**config.mk**
```make
export PLATFORM = sky130hd
export DESIGN_NAME = winograd_output_scheduler
export DESIGN_NICKNAME = d
export VERILOG_FILES = /design/src/rtl/winograd_output_scheduler.sv
export SDC_FILE = /design/constraint.sdc
export NUM_CORES = 2
export LEC_CHECK = 0
export BUFFER_PORTS_ARGS = -buffer_cell sky130_fd_sc_hd__buf_2
export CAP_MARGIN = 20
export CORE_AREA = 2 2 365 367
export DETAILED_ROUTE_END_ITERATION = 8
export DIE_AREA = 0 0 367 369
export HOLD_SLACK_MARGIN = 0.1
export PLACE_DENSITY = 0.51
export SYNTH_ARGS = -nofsm -noshare
export SYNTH_HDL_FRONTEND = slang
export SYNTH_SLANG_ARGS = --single-unit
```
**constraint.sdc**
```tcl
create_clock -name clk -period 7.02 [get_ports clk]
set_clock_uncertainty 0.05 [all_clocks]
set_input_delay 1.755 -clock clk [delete_from_list [all_inputs] [get_ports clk]]
set_output_delay 1.755 -clock clk [all_outputs]
set_load 0.03 [all_outputs]
```
**src/rtl/winograd_output_scheduler.sv**
```systemverilog
// Output-stage sequencer for Winograd F(4x4,3x3). For each output tile it gathers the
// 6x6 product tile, launches the reverse transform, and scatters the clipped 4x4 result.
module winograd_output_scheduler #(
  parameter int DATA_WIDTH     = 16,
  parameter int TB_ADDR_WIDTH  = 18,
  parameter int RES_ADDR_WIDTH = 16
) (
  input  logic                              clk,
  input  logic                              rst,
  input  logic                              start,
  input  logic [7:0]                        out_rows,
  input  logic [7:0]                        out_cols,
  output logic                              busy,
  output logic                              done,
  output logic                              tb_rd_en,
  output logic [TB_ADDR_WIDTH-1:0]          tb_rd_addr,
  input  logic [DATA_WIDTH-1:0]             tb_rd_data,
  output logic [0:5][0:5][DATA_WIDTH-1:0]   rtu_matrix_in,
  output logic                              rtu_start,
  input  logic [0:3][0:3][DATA_WIDTH-1:0]   rtu_matrix_out,
  input  logic                              rtu_done,
  output logic                              res_wr_en,
  output logic [RES_ADDR_WIDTH-1:0]         res_wr_addr,
  output logic [DATA_WIDTH-1:0]             res_wr_data
);

  typedef enum logic [2:0] {
    S_IDLE, S_LOAD, S_LAUNCH, S_WAIT, S_STORE, S_NEXT, S_DONE
  } state_t;

  state_t state, state_d;

  logic [7:0]                       rows_q, cols_q;
  logic [6:0]                       tiles_h_q, tiles_w_q;
  logic [5:0]                       ty, tx;
  logic [TB_ADDR_WIDTH-1:0]         tile_base;
  logic [2:0]                       rd_r, rd_c;     // element of the read on the bus
  logic                             cap_v;
  logic [2:0]                       cap_r, cap_c;   // element whose datum arrives this cycle
  logic [0:3][0:3][DATA_WIDTH-1:0]  res_q;
  logic [4:0]                       st_n;

  logic zero_dims, last_rd, last_cap, last_tx, last_ty, wr_slot, sel_keep;
  logic [3:0]            sel_n;
  logic [8:0]            sel_row, sel_col;
  logic [17:0]           sel_addr;
  logic [DATA_WIDTH-1:0] sel_data;

  assign zero_dims = (out_rows == 8'd0) || (out_cols == 8'd0);
  assign last_rd   = (rd_r == 3'd5) && (rd_c == 3'd5);
  assign last_cap  = cap_v && (cap_r == 3'd5) && (cap_c == 3'd5);
  assign last_tx   = ({1'b0, tx} == tiles_w_q - 7'd1);
  assign last_ty   = ({1'b0, ty} == tiles_h_q - 7'd1);
  assign wr_slot   = ((state == S_WAIT) && rtu_done) || ((state == S_STORE) && (st_n != 5'd16));

  // Element 0 is written on the rtu_done edge straight from the transform outputs.
  always_comb begin
    sel_n    = (state == S_STORE) ? st_n[3:0] : 4'd0;
    sel_row  = {1'b0, ty, 2'b00} + 9'(sel_n[3:2]);
    sel_col  = {1'b0, tx, 2'b00} + 9'(sel_n[1:0]);
    sel_keep = (sel_row < {1'b0, rows_q}) && (sel_col < {1'b0, cols_q});
    sel_addr = 18'(sel_row) * 18'(cols_q) + 18'(sel_col);
    sel_data = (state == S_STORE) ? res_q[sel_n[3:2]][sel_n[1:0]] : rtu_matrix_out[0][0];
  end

  always_comb begin
    state_d = state;
    case (state)
      S_IDLE:   if (start) state_d = zero_dims ? S_DONE : S_LOAD;
      S_LOAD:   if (last_cap) state_d = S_LAUNCH;
      S_LAUNCH: state_d = S_WAIT;
      S_WAIT:   if (rtu_done) state_d = S_STORE;
      S_STORE:  if (st_n == 5'd16) state_d = S_NEXT;
      S_NEXT:   state_d = (last_tx && last_ty) ? S_DONE : S_LOAD;
      S_DONE:   state_d = S_IDLE;
      default:  state_d = S_IDLE;
    endcase
  end

  // NOTE: strobes are decoded from state_d so they are registered yet line up with the state they describe.
  always_ff @(posedge clk) begin
    if (rst) begin
      state       <= S_IDLE;
      busy        <= 1'b0;
      done        <= 1'b0;
      tb_rd_en    <= 1'b0;
      rtu_start   <= 1'b0;
      res_wr_en   <= 1'b0;
      res_wr_addr <= '0;
      res_wr_data <= '0;
    end else begin
      state     <= state_d;
      busy      <= (state_d != S_IDLE) && (state_d != S_DONE);
      done      <= (state_d == S_DONE);
      rtu_start <= (state_d == S_LAUNCH);
      tb_rd_en  <= ((state != S_LOAD) && (state_d == S_LOAD)) ||
                   ((state == S_LOAD) && tb_rd_en && !last_rd);
      res_wr_en <= wr_slot && sel_keep;
      if (wr_slot && sel_keep) begin
        res_wr_addr <= RES_ADDR_WIDTH'(sel_addr);
        res_wr_data <= sel_data;
      end
    end
  end

  // NOTE: the 6x6 and 4x4 holding registers are reset too, so every output reads 0 after rst.
  always_ff @(posedge clk) begin
    if (rst) begin
      rows_q        <= '0;
      cols_q        <= '0;
      tiles_h_q     <= '0;
      tiles_w_q     <= '0;
      ty            <= '0;
      tx            <= '0;
      tile_base     <= '0;
      tb_rd_addr    <= '0;
      rd_r          <= '0;
      rd_c          <= '0;
      cap_v         <= 1'b0;
      cap_r         <= '0;
      cap_c         <= '0;
      rtu_matrix_in <= '0;
      res_q         <= '0;
      st_n          <= '0;
    end else begin
      case (state)
        S_IDLE: begin
          if (start && !zero_dims) begin
            rows_q     <= out_rows;
            cols_q     <= out_cols;
            tiles_h_q  <= 7'((9'(out_rows) + 9'd3) >> 2);
            tiles_w_q  <= 7'((9'(out_cols) + 9'd3) >> 2);
            ty         <= '0;
            tx         <= '0;
            tile_base  <= '0;
            tb_rd_addr <= '0;
            rd_r       <= '0;
            rd_c       <= '0;
          end
        end
        S_LOAD: begin
          if (tb_rd_en && !last_rd) begin
            tb_rd_addr <= tb_rd_addr + TB_ADDR_WIDTH'(1);
            if (rd_c == 3'd5) begin
              rd_c <= '0;
              rd_r <= rd_r + 3'd1;
            end else begin
              rd_c <= rd_c + 3'd1;
            end
          end
          cap_v <= tb_rd_en;
          cap_r <= rd_r;
          cap_c <= rd_c;
          if (cap_v) rtu_matrix_in[cap_r][cap_c] <= tb_rd_data;
        end
        S_WAIT: begin
          if (rtu_done) begin
            res_q <= rtu_matrix_out;
            st_n  <= 5'd1;
          end
        end
        S_STORE: begin
          if (st_n != 5'd16) st_n <= st_n + 5'd1;
        end
        S_NEXT: begin
          tile_base  <= tile_base + TB_ADDR_WIDTH'(36);
          tb_rd_addr <= tile_base + TB_ADDR_WIDTH'(36);
          rd_r       <= '0;
          rd_c       <= '0;
          if (last_tx) begin
            tx <= '0;
            ty <= ty + 6'd1;
          end else begin
            tx <= tx + 6'd1;
          end
        end
        default: ;
      endcase
    end
  end

endmodule

```
==> results.yml <==
drt:
  wire_per_inst_um: 22.6
  routed_via_density: 5.04
  detailedRoute.firstPassIterationCount: 6
  iter_0_drt_violations: 3618
  detailroute.via_count: 39000
  drt-total-wl_um: 175000
  route.antenna.remaining_nets: 0
  drc: 0
critical_path:
  setup.worst_path.class: "register to register"
  slowest_stage: "dfxtp_1"
  critical_path_required_ns: 7.60
  critical_path.endpoint_type: "register"
  reg2regPathDepth: 17
  crit_family: "adder cells"
  arrival_ns: 6.12
  most_repeated_library_cell_on_the_critical_path: "fa_1"
  setup.reg_to_reg.worst_slack_ns: 1.48
  crit_path_cell_trace: "nor2_1 -> nand2_2 -> buf_4 -> nor3_1 -> fa_1 -> fa_1 -> inv_1 -> fa_1 -> fa_1 -> inv_1 -> ha_1 -> o21ai_0 -> o21ai_0 -> nand3_1 -> nor3b_1 -> o31a_1 -> o21ba_2"
  worstSetupStartpointType: "register"
  critPathMaxStageDelay_ns: 0.70
  worstReg2RegEnd: "res_wr_addr[15]$_SDFFE_PP0P_"
  crit-reg2reg-launch: "state[1]$_SDFF_PP0_"
  cp.buffers_inverters: 3
  crit_path_max_fanout: 46
grt:
  grt_usage_pct: 24.7
  overflow: 0
  grt_pass1_wl_um: 252000
  initial_antenna_violation_count: 28
  first_global_vias: 36000
  grt_max_degree: 208
cts:
  clkSlewWorstSetupHoldPaths_ns: 0.06
  insertion_delay_ns: 0.72
  ctsHoldBuffers: 0
  post_cts.resized_instances: 0
  cts_sinks: 966
  ctsHtreeMaxLevel: 3
  cts_buffers: 108
  cts_tree: "yes"
  cts-root-buf: "clkbuf_16"
  postCtsSetupBuffers: 0
  cts.path.max_buffers: 3
place:
  pre_cts_ws_ns: 1.49
  routability_congestion_estimate: 0.886
  dp.final_hpwl_um: 123000
  io_buffers: 922
timing:
  timing.fmax_mhz: 180
  drv_slew: 0
  final_report_setup_violation_count: 0
  grt_setup_unrepaired: "no"
  setup-tns-final_ns: 0
  fin_ws_ns: 1.48
  post-route-period-util_pct: 78.9
  final_period_minus_worst_setup_slack_ns: 5.54
  worst-slew-pin-transition_ns: 1.10
  max_slew_margin_pct: 26.0
  finalHoldViolations: 0
run_status:
  run_status: "finished, final reports clean"
logic_synthesis:
  yosys.area_share.simple_pct: 22.8
  synth.area.mux_share_pct: 3.19
  synth_xor_area_share_pct: 1.40
  mappedNetlistArea_um2: 40600
  ffs_latches_synth: 966
  synthFlopType: "dfxtp_1"
  synth-seq-area-share_pct: 47.7
  postSynthAreaPerCell_um2: 7.81
  synthCells: 5195
  dominant_combinational_cell_family_by_area_after_synthesis: "simple AND/OR/NAND/NOR gates"
  synth_compound_gate_area_share_pct: 15.9
  synth_nets: 5591
  synth-warning-count: 0
  synth-async-reset-ratio_pct: 0
  number_of_synthesized_flops_with_an_enable_pin: 0
  post_synthesis_adder_cell_area_fraction_pct: 4.02
  synth.lib_cells_used.distinct: 86
final_layout:
  final_layout_size_suffix_gt1_share_pct: 20.7
  finish.net_count: 6290
  syn_to_final_growth_pct: 23.7
  area_used_by_multi_input_combinational_logic_um2: 19300
  final.fill_count: 13900
  most-common-layout-cells: "nand2_1 (1,819), dfxtp_1 (964), buf_2 (921)"
  seqCellArea_um2: 19300
  layout_commonest_cell: "nand2_1"
worst_hold_path:
  min_path_type: "register to register"
  hold_end: "rtu_matrix_in[47]$_SDFFE_PP0P_"
  hold_start: "rtu_matrix_in[47]$_SDFFE_PP0P_"
  min_delay_path_depth: 2
floorplanning:
  die-height_um: 369
  core.rowCount: 133
  floorplan.initialDensity_pct: 30.9
  die-width_um: 367
  floorplan.die_area_um2: 135000
  io_pins: 923
  placeableCoreArea_um2: 131000
power_and_ir_drop:
  power.density_cell_area_nw_per_um2: 238
  power.leakage_nw: 19.5
  peakVddDrop_uv: 208
  power_mw: 11.9
job:
  drv_cap: 0
[through the flow]
step | hold WS [ns] | std cells | instance area [µm²] | utilization, %
floorplan | 0.382 | 5195 | 40600 | -
global placement | 0.389 | 7533 | 46400 | 35.4
detailed placement | 0.393 | 7537 | 46400 | 35.4
CTS | 0.401 | 7730 | 50100 | 38.2
global route | 0.415 | 7738 | 50200 | 38.3
finish | 0.400 | 7743 | 50200 | 38.3
[cell type report]
class / count / area share (%)
Antenna cell: 11 / 0.0548
Clock buffer: 155 / 6.18
Clock inverter: 38 / 1.16
Inverter: 111 / 0.830
Multi-Input combinational cell: 3718 / 38.4
Sequential cell: 966 / 38.5
Tap cell: 1755 / 4.38
Timing Repair Buffer: 989 / 10.5
[cell usage after synthesis (all sizes together) (5+ instances only)]
master	number	area share, %
a2111oi	16	0.41
a211oi	34	0.66
a21o	7	0.13
a21oi	920	11
a221oi	5	0.11
a22oi	20	0.37
a311oi	25	0.54
a31oi	7	0.11
and2	26	0.40
and3	38	0.59
buf	67	0.87
clkbuf	333	3.1
dfxtp	966	48
fa	44	2.2
ha	60	1.9
inv	111	1.0
mux2	28	0.78
mux2i	89	2.2
nand2	1822	17
nand2b	34	0.52
nand3	31	0.38
nand3b	13	0.24
nand4	8	0.12
nor2	173	1.9
nor2b	6	0.093
nor3	36	0.46
nor3b	6	0.15
nor4	7	0.11
nor4b	5	0.18
o211ai	6	0.11
o21a	6	0.11
o21ai	84	1.0
o21bai	5	0.093
o221ai	11	0.24
o22ai	15	0.23
or3	17	0.26
xnor2	31	0.67
xor2	34	0.73
[power breakdown]
group	internal, mW	switching [mW]	total, mW
sequential	5.50	0.0246	5.52
clock	3.47	2.44	5.91
combinational	0.137	0.374	0.511
total	9.11	2.84	11.9
[worst max path at each step]
stage                        start                            to  slack (ns)  cells past startpoint
5_1_grt        state[1]$_SDFF_PP0_  res_wr_addr[15]$_SDFFE_PP0P_        1.14                     17
6_report       state[1]$_SDFF_PP0_  res_wr_addr[15]$_SDFFE_PP0P_        1.48                     17
2_1_floorplan  state[2]$_SDFF_PP0_  res_wr_addr[15]$_SDFFE_PP0P_        1.90                     20
3_5_place_dp   state[1]$_SDFF_PP0_  res_wr_addr[15]$_SDFFE_PP0P_        1.49                     17
4_1_cts        state[1]$_SDFF_PP0_  res_wr_addr[15]$_SDFFE_PP0P_        1.47                     17
3_3_place_gp   state[1]$_SDFF_PP0_  res_wr_addr[15]$_SDFFE_PP0P_        1.54                     17
[logic make-up after synthesis]
| family | count (synthesis) |
|---|---|
| fa+ha+maj | 104 |
| flops | 966 |
| mux | 121 |
| buf+inv | 511 |
| compound gates | 1181 |
| xor+xnor | 65 |
| simple gates | 2247 |
[registers in the layout (all words and copies together) (netlist names), 3 cells and up]
signal,cells
cap_c,3
cap_r,3
cols_q,8
rd_c,3
rd_r,3
res_q,256
res_wr_addr,16
res_wr_data,16
rows_q,8
rtu_matrix_in,576
st_n,5
state,3
tb_rd_addr,18
tile_base,16
tiles_h_q,7
tiles_w_q,7
tx,6
ty,6
[worst register-to-register path, stage by stage (launching register included)]
cell,delay [ns]
dfxtp_1,0.70
nor2_1,0.13
nand2_2,0.16
buf_4,0.49
nor3_1,0.14
fa_1,0.48
fa_1,0.56
inv_1,0.05
fa_1,0.47
fa_1,0.56
inv_1,0.04
ha_1,0.33
o21ai_0,0.12
o21ai_0,0.29
nand3_1,0.21
nor3b_1,0.19
o31a_1,0.30
o21ba_2,0.19
[metal layers]
layer  routed length [µm]  vias up  track usage, %
met3                13000      325            6.11
met5                  105        -               0
met4                 8100       16            10.7
met1                75200    18700            32.2
li1                     -    18600               -
met2                78600     1419            38.6
Note: power is estimated with default switching activity, not from simulation.
